`src/rtl/conv2d_stream_gemm_if.sv`:
```
// conv2d_stream_gemm_if: weight/fmap input streams and output pixel stream of conv2d_stream_gemm
interface conv2d_stream_gemm_if #(
    parameter int DATA_W = 8,
    parameter int ACC_W  = 32,
    parameter int COUT   = 4
) ();
    logic                    wt_valid;
    logic                    wt_ready;
    logic [DATA_W-1:0]       wt_data;
    logic                    fm_valid;
    logic                    fm_ready;
    logic [DATA_W-1:0]       fm_data;
    logic                    out_valid;
    logic                    out_ready;
    logic [COUT*ACC_W-1:0]   out_data;
    logic                    out_last;
    modport master (
        output wt_valid, wt_data, fm_valid, fm_data, out_ready,
        input  wt_ready, fm_ready, out_valid, out_data, out_last
    );
    modport slave (
        input  wt_valid, wt_data, fm_valid, fm_data, out_ready,
        output wt_ready, fm_ready, out_valid, out_data, out_last
    );
endinterface

```
`src/rtl/conv2d_stream_gemm.sv`:
```
// conv2d_stream_gemm: buffered conv-as-GEMM, one K element per cycle on COUT MAC lanes; CONV_STREAM_RELU_EN clamps outputs at 0
module conv2d_stream_gemm #(
    parameter int DATA_W = 8,
    parameter int ACC_W  = 32,
    parameter int CIN    = 1,
    parameter int H_IN   = 8,
    parameter int W_IN   = 8,
    parameter int COUT   = 4,
    parameter int KH     = 3,
    parameter int KW     = 3,
    parameter int STRIDE = 1,
    parameter int PAD    = 1
) (
    input  logic clk,
    input  logic rst,
    input  logic start,
    input  logic keep_w,
    output logic busy,
    output logic done,
    conv2d_stream_gemm_if.slave bus
);
    localparam int H_OUT   = (H_IN + 2 * PAD - KH) / STRIDE + 1;
    localparam int W_OUT   = (W_IN + 2 * PAD - KW) / STRIDE + 1;
    localparam int K_TOTAL = CIN * KH * KW;
    localparam int M_TOTAL = H_OUT * W_OUT;
    localparam int NW      = COUT * K_TOTAL;
    localparam int NF      = CIN * H_IN * W_IN;
    localparam int PW      = 2 * DATA_W;
    localparam int WA      = NW > 1 ? $clog2(NW) : 1;
    localparam int FA      = NF > 1 ? $clog2(NF) : 1;
    localparam int KB      = K_TOTAL > 1 ? $clog2(K_TOTAL) : 1;
    localparam int MB      = M_TOTAL > 1 ? $clog2(M_TOTAL) : 1;
    localparam int CB      = CIN > 1 ? $clog2(CIN) : 1;
    localparam int HB      = KH > 1 ? $clog2(KH) : 1;
    localparam int WB      = KW > 1 ? $clog2(KW) : 1;
    localparam int OHB     = H_OUT > 1 ? $clog2(H_OUT) : 1;
    localparam int OWB     = W_OUT > 1 ? $clog2(W_OUT) : 1;

    typedef enum logic [2:0] {IDLE, LOAD_W, LOAD_F, COMPUTE, OUT, FIN} state_t;

    state_t                    state, state_n;
    logic [WA-1:0]             wcnt;
    logic [FA-1:0]             fcnt;
    logic [KB-1:0]             k;
    logic [MB-1:0]             m;
    logic [CB-1:0]             c_i;
    logic [HB-1:0]             kh_i;
    logic [WB-1:0]             kw_i;
    logic [OHB-1:0]            oh_i;
    logic [OWB-1:0]            ow_i;
    logic signed [DATA_W-1:0]  wbuf [NW];
    logic signed [DATA_W-1:0]  fbuf [NF];
    logic signed [ACC_W-1:0]   acc [COUT];
    logic signed [ACC_W-1:0]   acc_n [COUT];
    logic signed [PW-1:0]      prod [COUT];
    logic signed [DATA_W-1:0]  a_op;
    int                        ih, iw;
    logic                      wt_hs, fm_hs, out_hs, k_last, m_last, kw_last, kh_last, ow_last;

    function automatic logic signed [ACC_W-1:0] lane_out(input logic signed [ACC_W-1:0] v);
`ifdef CONV_STREAM_RELU_EN
        return v < 0 ? '0 : v;
`else
        return v;
`endif
    endfunction

    assign wt_hs   = bus.wt_valid && bus.wt_ready;
    assign fm_hs   = bus.fm_valid && bus.fm_ready;
    assign out_hs  = bus.out_valid && bus.out_ready;
    assign k_last  = k == KB'(K_TOTAL - 1);
    assign m_last  = m == MB'(M_TOTAL - 1);
    assign kw_last = kw_i == WB'(KW - 1);
    assign kh_last = kh_i == HB'(KH - 1);
    assign ow_last = ow_i == OWB'(W_OUT - 1);

    always_ff @(posedge clk) begin
        if (rst)
            state <= IDLE;
        else
            state <= state_n;
    end

    always_comb begin
        state_n       = state;
        busy          = state != IDLE;
        done          = state == FIN;
        bus.wt_ready  = state == LOAD_W;
        bus.fm_ready  = state == LOAD_F;
        bus.out_valid = state == OUT;
        case (state)
            IDLE:    state_n = start ? (keep_w ? LOAD_F : LOAD_W) : IDLE;
            LOAD_W:  state_n = (wt_hs && wcnt == WA'(NW - 1)) ? LOAD_F : LOAD_W;
            LOAD_F:  state_n = (fm_hs && fcnt == FA'(NF - 1)) ? COMPUTE : LOAD_F;
            COMPUTE: state_n = k_last ? OUT : COMPUTE;
            OUT:     state_n = out_hs ? (m_last ? FIN : COMPUTE) : OUT;
            FIN:     state_n = IDLE;
            default: state_n = IDLE;
        endcase
    end

    // im2col operand for the current (pixel, k); padding positions read as zero
    always_comb begin
        ih   = int'(oh_i) * STRIDE + int'(kh_i) - PAD;
        iw   = int'(ow_i) * STRIDE + int'(kw_i) - PAD;
        a_op = '0;
        if (ih >= 0 && ih < H_IN && iw >= 0 && iw < W_IN)
            a_op = fbuf[FA'((int'(c_i) * H_IN + ih) * W_IN + iw)];
        for (int n = 0; n < COUT; n++) begin
            prod[n]  = PW'(a_op) * PW'(wbuf[WA'(n * K_TOTAL + int'(k))]);
            acc_n[n] = (k == '0 ? '0 : acc[n]) + ACC_W'(prod[n]);
        end
    end

    always_ff @(posedge clk) begin
        if (wt_hs)
            wbuf[wcnt] <= bus.wt_data;
        if (fm_hs)
            fbuf[fcnt] <= bus.fm_data;
    end

    always_ff @(posedge clk) begin
        if (rst) begin
            wcnt         <= '0;
            fcnt         <= '0;
            k            <= '0;
            m            <= '0;
            c_i          <= '0;
            kh_i         <= '0;
            kw_i         <= '0;
            oh_i         <= '0;
            ow_i         <= '0;
            bus.out_data <= '0;
            bus.out_last <= 1'b0;
            for (int n = 0; n < COUT; n++)
                acc[n] <= '0;
        end else begin
            if (state == IDLE && start) begin
                wcnt <= '0;
                fcnt <= '0;
                m    <= '0;
                oh_i <= '0;
                ow_i <= '0;
            end
            if (wt_hs)
                wcnt <= wcnt + WA'(1);
            if (fm_hs)
                fcnt <= fcnt + FA'(1);
            if (state == COMPUTE) begin
                for (int n = 0; n < COUT; n++)
                    acc[n] <= acc_n[n];
                k    <= k_last ? '0 : k + KB'(1);
                kw_i <= kw_last ? '0 : kw_i + WB'(1);
                if (kw_last)
                    kh_i <= kh_last ? '0 : kh_i + HB'(1);
                if (kw_last && kh_last)
                    c_i <= c_i == CB'(CIN - 1) ? '0 : c_i + CB'(1);
                if (k_last) begin
                    for (int n = 0; n < COUT; n++)
                        bus.out_data[n*ACC_W +: ACC_W] <= lane_out(acc_n[n]);
                    bus.out_last <= m_last;
                end
            end
            if (out_hs) begin
                m    <= m + MB'(1);
                ow_i <= ow_last ? '0 : ow_i + OWB'(1);
                if (ow_last)
                    oh_i <= oh_i + OHB'(1);
            end
        end
    end
endmodule

```
`src/flat_wrapper.sv`:
```
// flat-port wrapper written by rule: the top's interface ports become plain ports
module conv2d_stream_gemm_flat 
#(
    parameter int DATA_W = 8,
    parameter int ACC_W  = 32,
    parameter int CIN    = 1,
    parameter int H_IN   = 8,
    parameter int W_IN   = 8,
    parameter int COUT   = 4,
    parameter int KH     = 3,
    parameter int KW     = 3,
    parameter int STRIDE = 1,
    parameter int PAD    = 1
)
  (clk, rst, start, keep_w, busy, done, bus_wt_valid, bus_wt_data, bus_fm_valid, bus_fm_data, bus_out_ready, bus_wt_ready, bus_fm_ready, bus_out_valid, bus_out_data, bus_out_last);
  conv2d_stream_gemm_if #(.DATA_W(DATA_W), .ACC_W(ACC_W), .COUT(COUT)) bus_i ();
  input  logic clk;
  input  logic rst;
  input  logic start;
  input  logic keep_w;
  output logic busy;
  output logic done;
  input wire logic [$bits(bus_i.wt_valid)-1:0] bus_wt_valid;
  input wire logic [$bits(bus_i.wt_data)-1:0] bus_wt_data;
  input wire logic [$bits(bus_i.fm_valid)-1:0] bus_fm_valid;
  input wire logic [$bits(bus_i.fm_data)-1:0] bus_fm_data;
  input wire logic [$bits(bus_i.out_ready)-1:0] bus_out_ready;
  output wire logic [$bits(bus_i.wt_ready)-1:0] bus_wt_ready;
  output wire logic [$bits(bus_i.fm_ready)-1:0] bus_fm_ready;
  output wire logic [$bits(bus_i.out_valid)-1:0] bus_out_valid;
  output wire logic [$bits(bus_i.out_data)-1:0] bus_out_data;
  output wire logic [$bits(bus_i.out_last)-1:0] bus_out_last;
  assign bus_i.wt_valid = bus_wt_valid;
  assign bus_i.wt_data = bus_wt_data;
  assign bus_i.fm_valid = bus_fm_valid;
  assign bus_i.fm_data = bus_fm_data;
  assign bus_i.out_ready = bus_out_ready;
  assign bus_wt_ready = bus_i.wt_ready;
  assign bus_fm_ready = bus_i.fm_ready;
  assign bus_out_valid = bus_i.out_valid;
  assign bus_out_data = bus_i.out_data;
  assign bus_out_last = bus_i.out_last;
  conv2d_stream_gemm #(.DATA_W(DATA_W), .ACC_W(ACC_W), .CIN(CIN), .H_IN(H_IN), .W_IN(W_IN), .COUT(COUT), .KH(KH), .KW(KW), .STRIDE(STRIDE), .PAD(PAD)) u_core (.clk(clk), .rst(rst), .start(start), .keep_w(keep_w), .busy(busy), .done(done), .bus(bus_i));
endmodule
```
`config.mk`:
```
export PLATFORM = sky130hd
export DESIGN_NAME = conv2d_stream_gemm_flat
export DESIGN_NICKNAME = d
export VERILOG_FILES = /design/src/rtl/conv2d_stream_gemm_if.sv /design/src/rtl/conv2d_stream_gemm.sv /design/src/flat_wrapper.sv
export SDC_FILE = /design/constraint.sdc
export NUM_CORES = 2
export LEC_CHECK = 0
export BUFFER_PORTS_ARGS = -buffer_cell sky130_fd_sc_hd__buf_2
export CORE_UTILIZATION = 64
export DETAILED_ROUTE_END_ITERATION = 10
export HOLD_SLACK_MARGIN = 0.03
export PLACE_DENSITY = 0.81
export SLEW_MARGIN = 30
export SYNTH_ARGS = -nofsm -noshare
export SYNTH_HDL_FRONTEND = slang
export SYNTH_SLANG_ARGS = --single-unit
```
`constraint.sdc`:
```
create_clock -name clk -period 13.89 [get_ports clk]
set_clock_uncertainty 0.2 [all_clocks]
set_input_delay 0.6945 -clock clk [delete_from_list [all_inputs] [get_ports clk]]
set_output_delay 0.6945 -clock clk [all_outputs]
set_load 0.01 [all_outputs]
```
After elaboration in Yosys (flattened, before gate mapping)
Memory sizes are Yosys's and may differ from the RTL's. A register that Yosys moved wholly into a read port is not among the register bits.
Cells that the tools add are included.
- register bits: 164
- bits in writable memories: 928
- input port bits: 23
- output and inout port bits: 134
- memories kept: 3
- memory list (name ; depth ; width ; read ports ; clocked after memory_dff ; write ports ; RTL line ; text):
    u_core.fbuf ; 64 ; 8 ; 1 ; 0 ; 1 ; conv2d_stream_gemm.sv:52 ; logic signed [DATA_W-1:0] fbuf [NF];
    u_core.wbuf ; 36 ; 8 ; 4 ; 1 ; 1 ; conv2d_stream_gemm.sv:51 ; logic signed [DATA_W-1:0] wbuf [NW];
    u_core.acc ; 4 ; 32 ; 4 ; 0 ; 4 ; conv2d_stream_gemm.sv:53 ; logic signed [ACC_W-1:0] acc [COUT];
- $add $sub $neg: 21
- multiply operators: 4
- $lt $le $gt $ge: 4
- equal/unequal tests: 12
- multiplexer cells: 41
- bitwise operators: 4
- reduce and logical (&&, ||, !) cells: 17
- operators by type and width (kind ; number):
    $mux W32 ; 8
    $add A32 B32 Y32 ; 4
    $ge A32 B1 Y1 const B ; 2
    $lt A32 B5 Y1 const B ; 2
    $mul A8 B8 Y16 ; 4
    $mux W6 ; 6
    $mux W3 ; 10
    $add A6 B1 Y6 const B ; 3
    $eq A6 B6 Y1 const B ; 3
    $pmux W3 S5 ; 1
    $add A5 B4 Y6 const A ; 2
    $mux W1 ; 10
    $sub A4 B1 Y5 const B ; 2
    $eq A3 B3 Y1 const B ; 3
    $logic_and A1 B1 Y1 ; 9
    $add A3 B2 Y4 ; 2
    $mux W2 ; 4
    $mux W8 ; 1
    $add A3 B1 Y3 const B ; 2
    $add A6 B6 Y6 ; 1
    $eq A3 B2 Y1 const B ; 2
    $reduce_bool A2 Y1 ; 3
    $add A4 B4 Y5 const A ; 1
    $add A2 B1 Y2 const B ; 2
    other kinds (11) ; 16

Longest topological paths before layout
- depth after elaboration: 10
- gate-level depth with buffers: 47
- mapped depth without buffers: 46

Worst setup path after synthesis
OpenSTA, ideal clock, no wires.
- path type: register -> register
- from: register u_core.k[1]
- to: register u_core.bus.out_data[122]
- library setup time: 86 ps
- arrival: 10380 ps
- data required time: 13604 ps
- slack: 3224 ps
- stages on the path, launching flop included: 38
- path buffers: 8
- clock period less this slack: 10666 ps
- path through: dfxtp_1 clkbuf_1 buf_1 clkbuf_1 buf_1 inv_1 ha_1 xnor2_1 clkbuf_1 mux4_2 mux4_2 mux2i_1 o21ai_0 nand3_1 fa_1 fa_1 fa_1 inv_1 [... 2 more ...] a21oi_1 o21bai_1 a221oi_1 o21ai_2 xor2_2 inv_2 buf_2 buf_1 ha_1 clkbuf_1 nand3_1 or2_2 o32ai_1 nor2_1 a21oi_2 mux2_2 o22a_1 a211oi_1
- word-level cells in the longest chain between the ends: 4
- elaborated cells on any way between the ends: 8
- ends and longest elaborated chain (element ; RTL line ; text):
    start: declaration ; conv2d_stream_gemm.sv:44 ; logic [KB-1:0] k;
    start signal: assignment ; conv2d_stream_gemm.sv:152 ; k <= k_last ? '0 : k + KB'(1);
    $add A5 B4 Y6 ; conv2d_stream_gemm.sv:110 ; prod[n] = PW'(a_op) * PW'(wbuf[WA'(n * K_TOTAL + int'(k))]);
    $mem_v2 Z36 W8 ; - ;
    $mul A8 B8 Y16 ; conv2d_stream_gemm.sv:110 ;
    $add A32 B32 Y32 ; conv2d_stream_gemm.sv:111 ; acc_n[n] = (k == '0 ? '0 : acc[n]) + ACC_W'(prod[n]);
    end signal: indexed assignment ; conv2d_stream_gemm.sv:160 ; bus.out_data[n*ACC_W +: ACC_W] <= lane_out(acc_n[n]);
    end: declaration ; conv2d_stream_gemm_if.sv:23 ; output wt_ready, fm_ready, out_valid, out_data, out_last
Several ways; a longest one is shown, not always the timed one.
A chain may end at the register's enable or synchronous reset.

==> out/qor.csv <==
stage,metric,value,unit
drt,route.detailed.drc,0,
global_route,grtUsageTotal,33.86,%
timing,setup_viol,0,
place,port_buffers,156,
global_route,grt_pass1_vias,43660,
drt,vias_per_cell,6.685,
clocking,clock_latency,740,ps
status,status,finished clean,
place,placed_cells,6213,
drt,drt_iter0_markers,5188,
clocking,numCtsBuffers,111,
timing,post-route-min-period,12060,ps
pwr,ir_drop,179.0,uV
timing,rsz0062_at_grt,false,
timing,max_freq,82.95,MHz
finish,layoutNonFillerInstCount,6424,
floorplanning,placementRows,115,
timing,hold_violations,0,
setup_path,end_kind,register,
floorplanning,start_util,65.05,%
timing,finalSetupTns,0,ps
floorplanning,die_y,319.2,um
finish,final_cell_mix,"928 x edfxtp_1, 527 x nor2_1, 432 x mux4_2",
finish,finalInstanceArea,70290,um^2
finish,antenna_cells,0,
finish,final_layout_size_suffix_gt1_share,19.51,%
drt,routed_wl,170100,um
clocking,cts_buffer_depth,3,
logic_synthesis,async_flop_share,0,%
timing,slew_headroom,29.57,%
logic_synthesis,syn_nets,5450,
pwr,p_leak,26.13,nW
clocking,cts_sinks,1096,
place,dpl-instance-area,66470,um^2
drt,wire_per_inst,26.47,um
job,max_cap_viol_count,0,
logic_synthesis,synth-seq-cells,1096,
clocking,cts_tree,yes,
drt,ant_nets,0,
logic_synthesis,netlist_area,64400,um^2
clocking,htreeDepth,3,
clocking,clk_pin_slew_worst_paths,60,ps
logic_synthesis,synthCells,4959,
logic_synthesis,yosysSeqAreaShare,48.49,%
hold_path,holdCritPathClass,input pin to register,
setup_path,r2r_slack,1830,ps
place,place_congestion,0.9255,
global_route,antenna_found_initial,4,
logic_synthesis,ys_warn_count,0,
pwr,power.density,100.3,nW/um^2
logic_synthesis,ys_types,103,
setup_path,path_class,register to register,
floorplanning,core-area,98990,um^2
setup_path,crit_arrival,12320,ps
finish,final_nets,5532,
drt,drt-pass1-iter-count,6,
pwr,finalPower,0.007051,W
timing,drv_slew,0,
setup_path,crit_fanout,38,
logic_synthesis,syn_avg_cell_area,12.99,um^2
setup_path,cpMaxStageDelayCell,xor2_2,
clocking,ctsResizeCount,0,
timing,worst_pin_slew,1053,ps
floorplanning,dieArea,101900,um^2
global_route,grt_max_degree,89,
clocking,clockRootBuffer,clkbuf_16,
timing,period_share,86.79,%
logic_synthesis,synth_flop_cell,edfxtp_1,
setup_path,cp-start-kind,register,
place,dp_hpwl,112500,um
global_route,overflow,0,
drt,vias,42940,
floorplanning,fp.dieW,319.2,um
setup_path,cpPeakStageDelay,810,ps
floorplanning,io_pins,157,
logic_synthesis,synth-edff-count,928,
finish,area_growth_syn_to_layout,9.141,%
finish,final_common_cell,edfxtp_1,
global_route,grt_pass1_wl,259600,um
clocking,postCtsSetupBuffers,0,
setup_path,required,14150,ps
clocking,cts_hold_buf,0,
-- stage by stage --
step | worst slack (ps) | hold slack, ps | util, %
floorplan | 3224 | 251.1 | -
global placement | 2204 | 239.7 | 67.05
detailed placement | 1897 | 244.6 | 67.15
CTS | 1757 | 99.69 | 70.87
global route | 1146 | 111.9 | 71.00
finish | 1834 | 143.4 | 71.00
-- cell usage after synthesis (29+ instances only) --
| cell type | number | share of area [%] |
|---|---|---|
| a211oi_1 | 39 | 0.45 |
| a21o_1 | 67 | 0.78 |
| a21oi_1 | 265 | 2.1 |
| and2_1 | 191 | 1.9 |
| and3_1 | 29 | 0.28 |
| buf_1 | 29 | 0.17 |
| buf_2 | 61 | 0.47 |
| clkbuf_1 | 149 | 0.87 |
| dfxtp_1 | 168 | 5.2 |
| edfxtp_1 | 928 | 43 |
| fa_1 | 230 | 7.1 |
| ha_1 | 238 | 4.6 |
| inv_1 | 411 | 2.4 |
| mux2i_1 | 45 | 0.70 |
| mux4_2 | 432 | 15 |
| nand2_1 | 251 | 1.5 |
| nand3_1 | 61 | 0.47 |
| nor2_1 | 565 | 3.3 |
| nor2b_1 | 34 | 0.33 |
| nor3_1 | 45 | 0.35 |
| o21ai_0 | 103 | 0.80 |
| o21bai_1 | 29 | 0.34 |
| or2_2 | 49 | 0.48 |
| xnor2_1 | 143 | 1.9 |
| xor2_1 | 51 | 0.69 |
-- kinds of logic after synthesis --
kind of cell / synth area share [%]
AOI/OAI and AO/OA: 6.940
buffers and inverters: 4.101
DFF: 48.49
muxes: 16.04
adders and majority gates: 11.79
and+or+nand+nor: 9.734
xor gates and xnor gates: 2.895
-- area by class of cell --
class                      count  area (um^2)
clock buffer                 141         3025
clock inverter                68        663.1
fill                        6407        28710
inverter                     418         1569
multi-input combinational   3194        30830
sequential                  1096        31240
tap                         1287         1610
timing repair buffer         220         1351
-- final timing paths --
path	startpoint	to	depth (start not counted)
max	u_core.kw_i[1]	u_core.acc[0][125]	32
min reg2reg	u_core.bus.out_data[104]	u_core.bus.out_data[104]	2
max reg2reg	u_core.kw_i[1]	u_core.acc[0][125]	32
min	bus_fm_data[0]	u_core.fbuf[24][0]	1
-- power by group --
part / total [W] / switching, W / leakage [nW] / internal, W
Sequential: 0.00360 / 0.0000136 / 9.87 / 0.00358
Clock: 0.00303 / 0.00133 / 1.80 / 0.00170
Combinational: 0.000421 / 0.000265 / 14.5 / 0.000156
Total: 0.00705 / 0.00161 / 26.1 / 0.00544
-- worst max-delay path: cells and delay by family, from the launching register on --
| family | cells | cell delay (ps) |
|---|---|---|
| multiplexers | 3 | 1670 |
| buffers and inverters | 7 | 1510 |
| XOR/XNOR | 1 | 810 |
| adder cells (fa/ha/maj) | 8 | 3700 |
| AO/OA/AOI/OAI | 10 | 2560 |
| flip-flops | 1 | 380 |
| AND/OR/NAND/NOR | 3 | 890 |
-- metal layers --
layer | track usage (%) | part of all wire (%)
met3 | 5.849 | 8.8
met4 | 16.78 | 5.4
met2 | 57.79 | 50
met1 | 41.85 | 35
met5 | 0 | 0.010
-- registers in the layout, indices dropped and copies added, names as in the netlist, named ones only --
name and flops:
u_core.fbuf 512, u_core.wbuf 288, u_core.acc 128, u_core.bus.out_data 128, u_core.fcnt 6, u_core.m 6, u_core.wcnt 6, u_core.k 4
u_core.oh_i 3, u_core.ow_i 3, u_core.state 3, u_core.kh_i 2, u_core.kw_i 2, u_core.bus.out_last 1
Power figures use the tool's default switching activity.
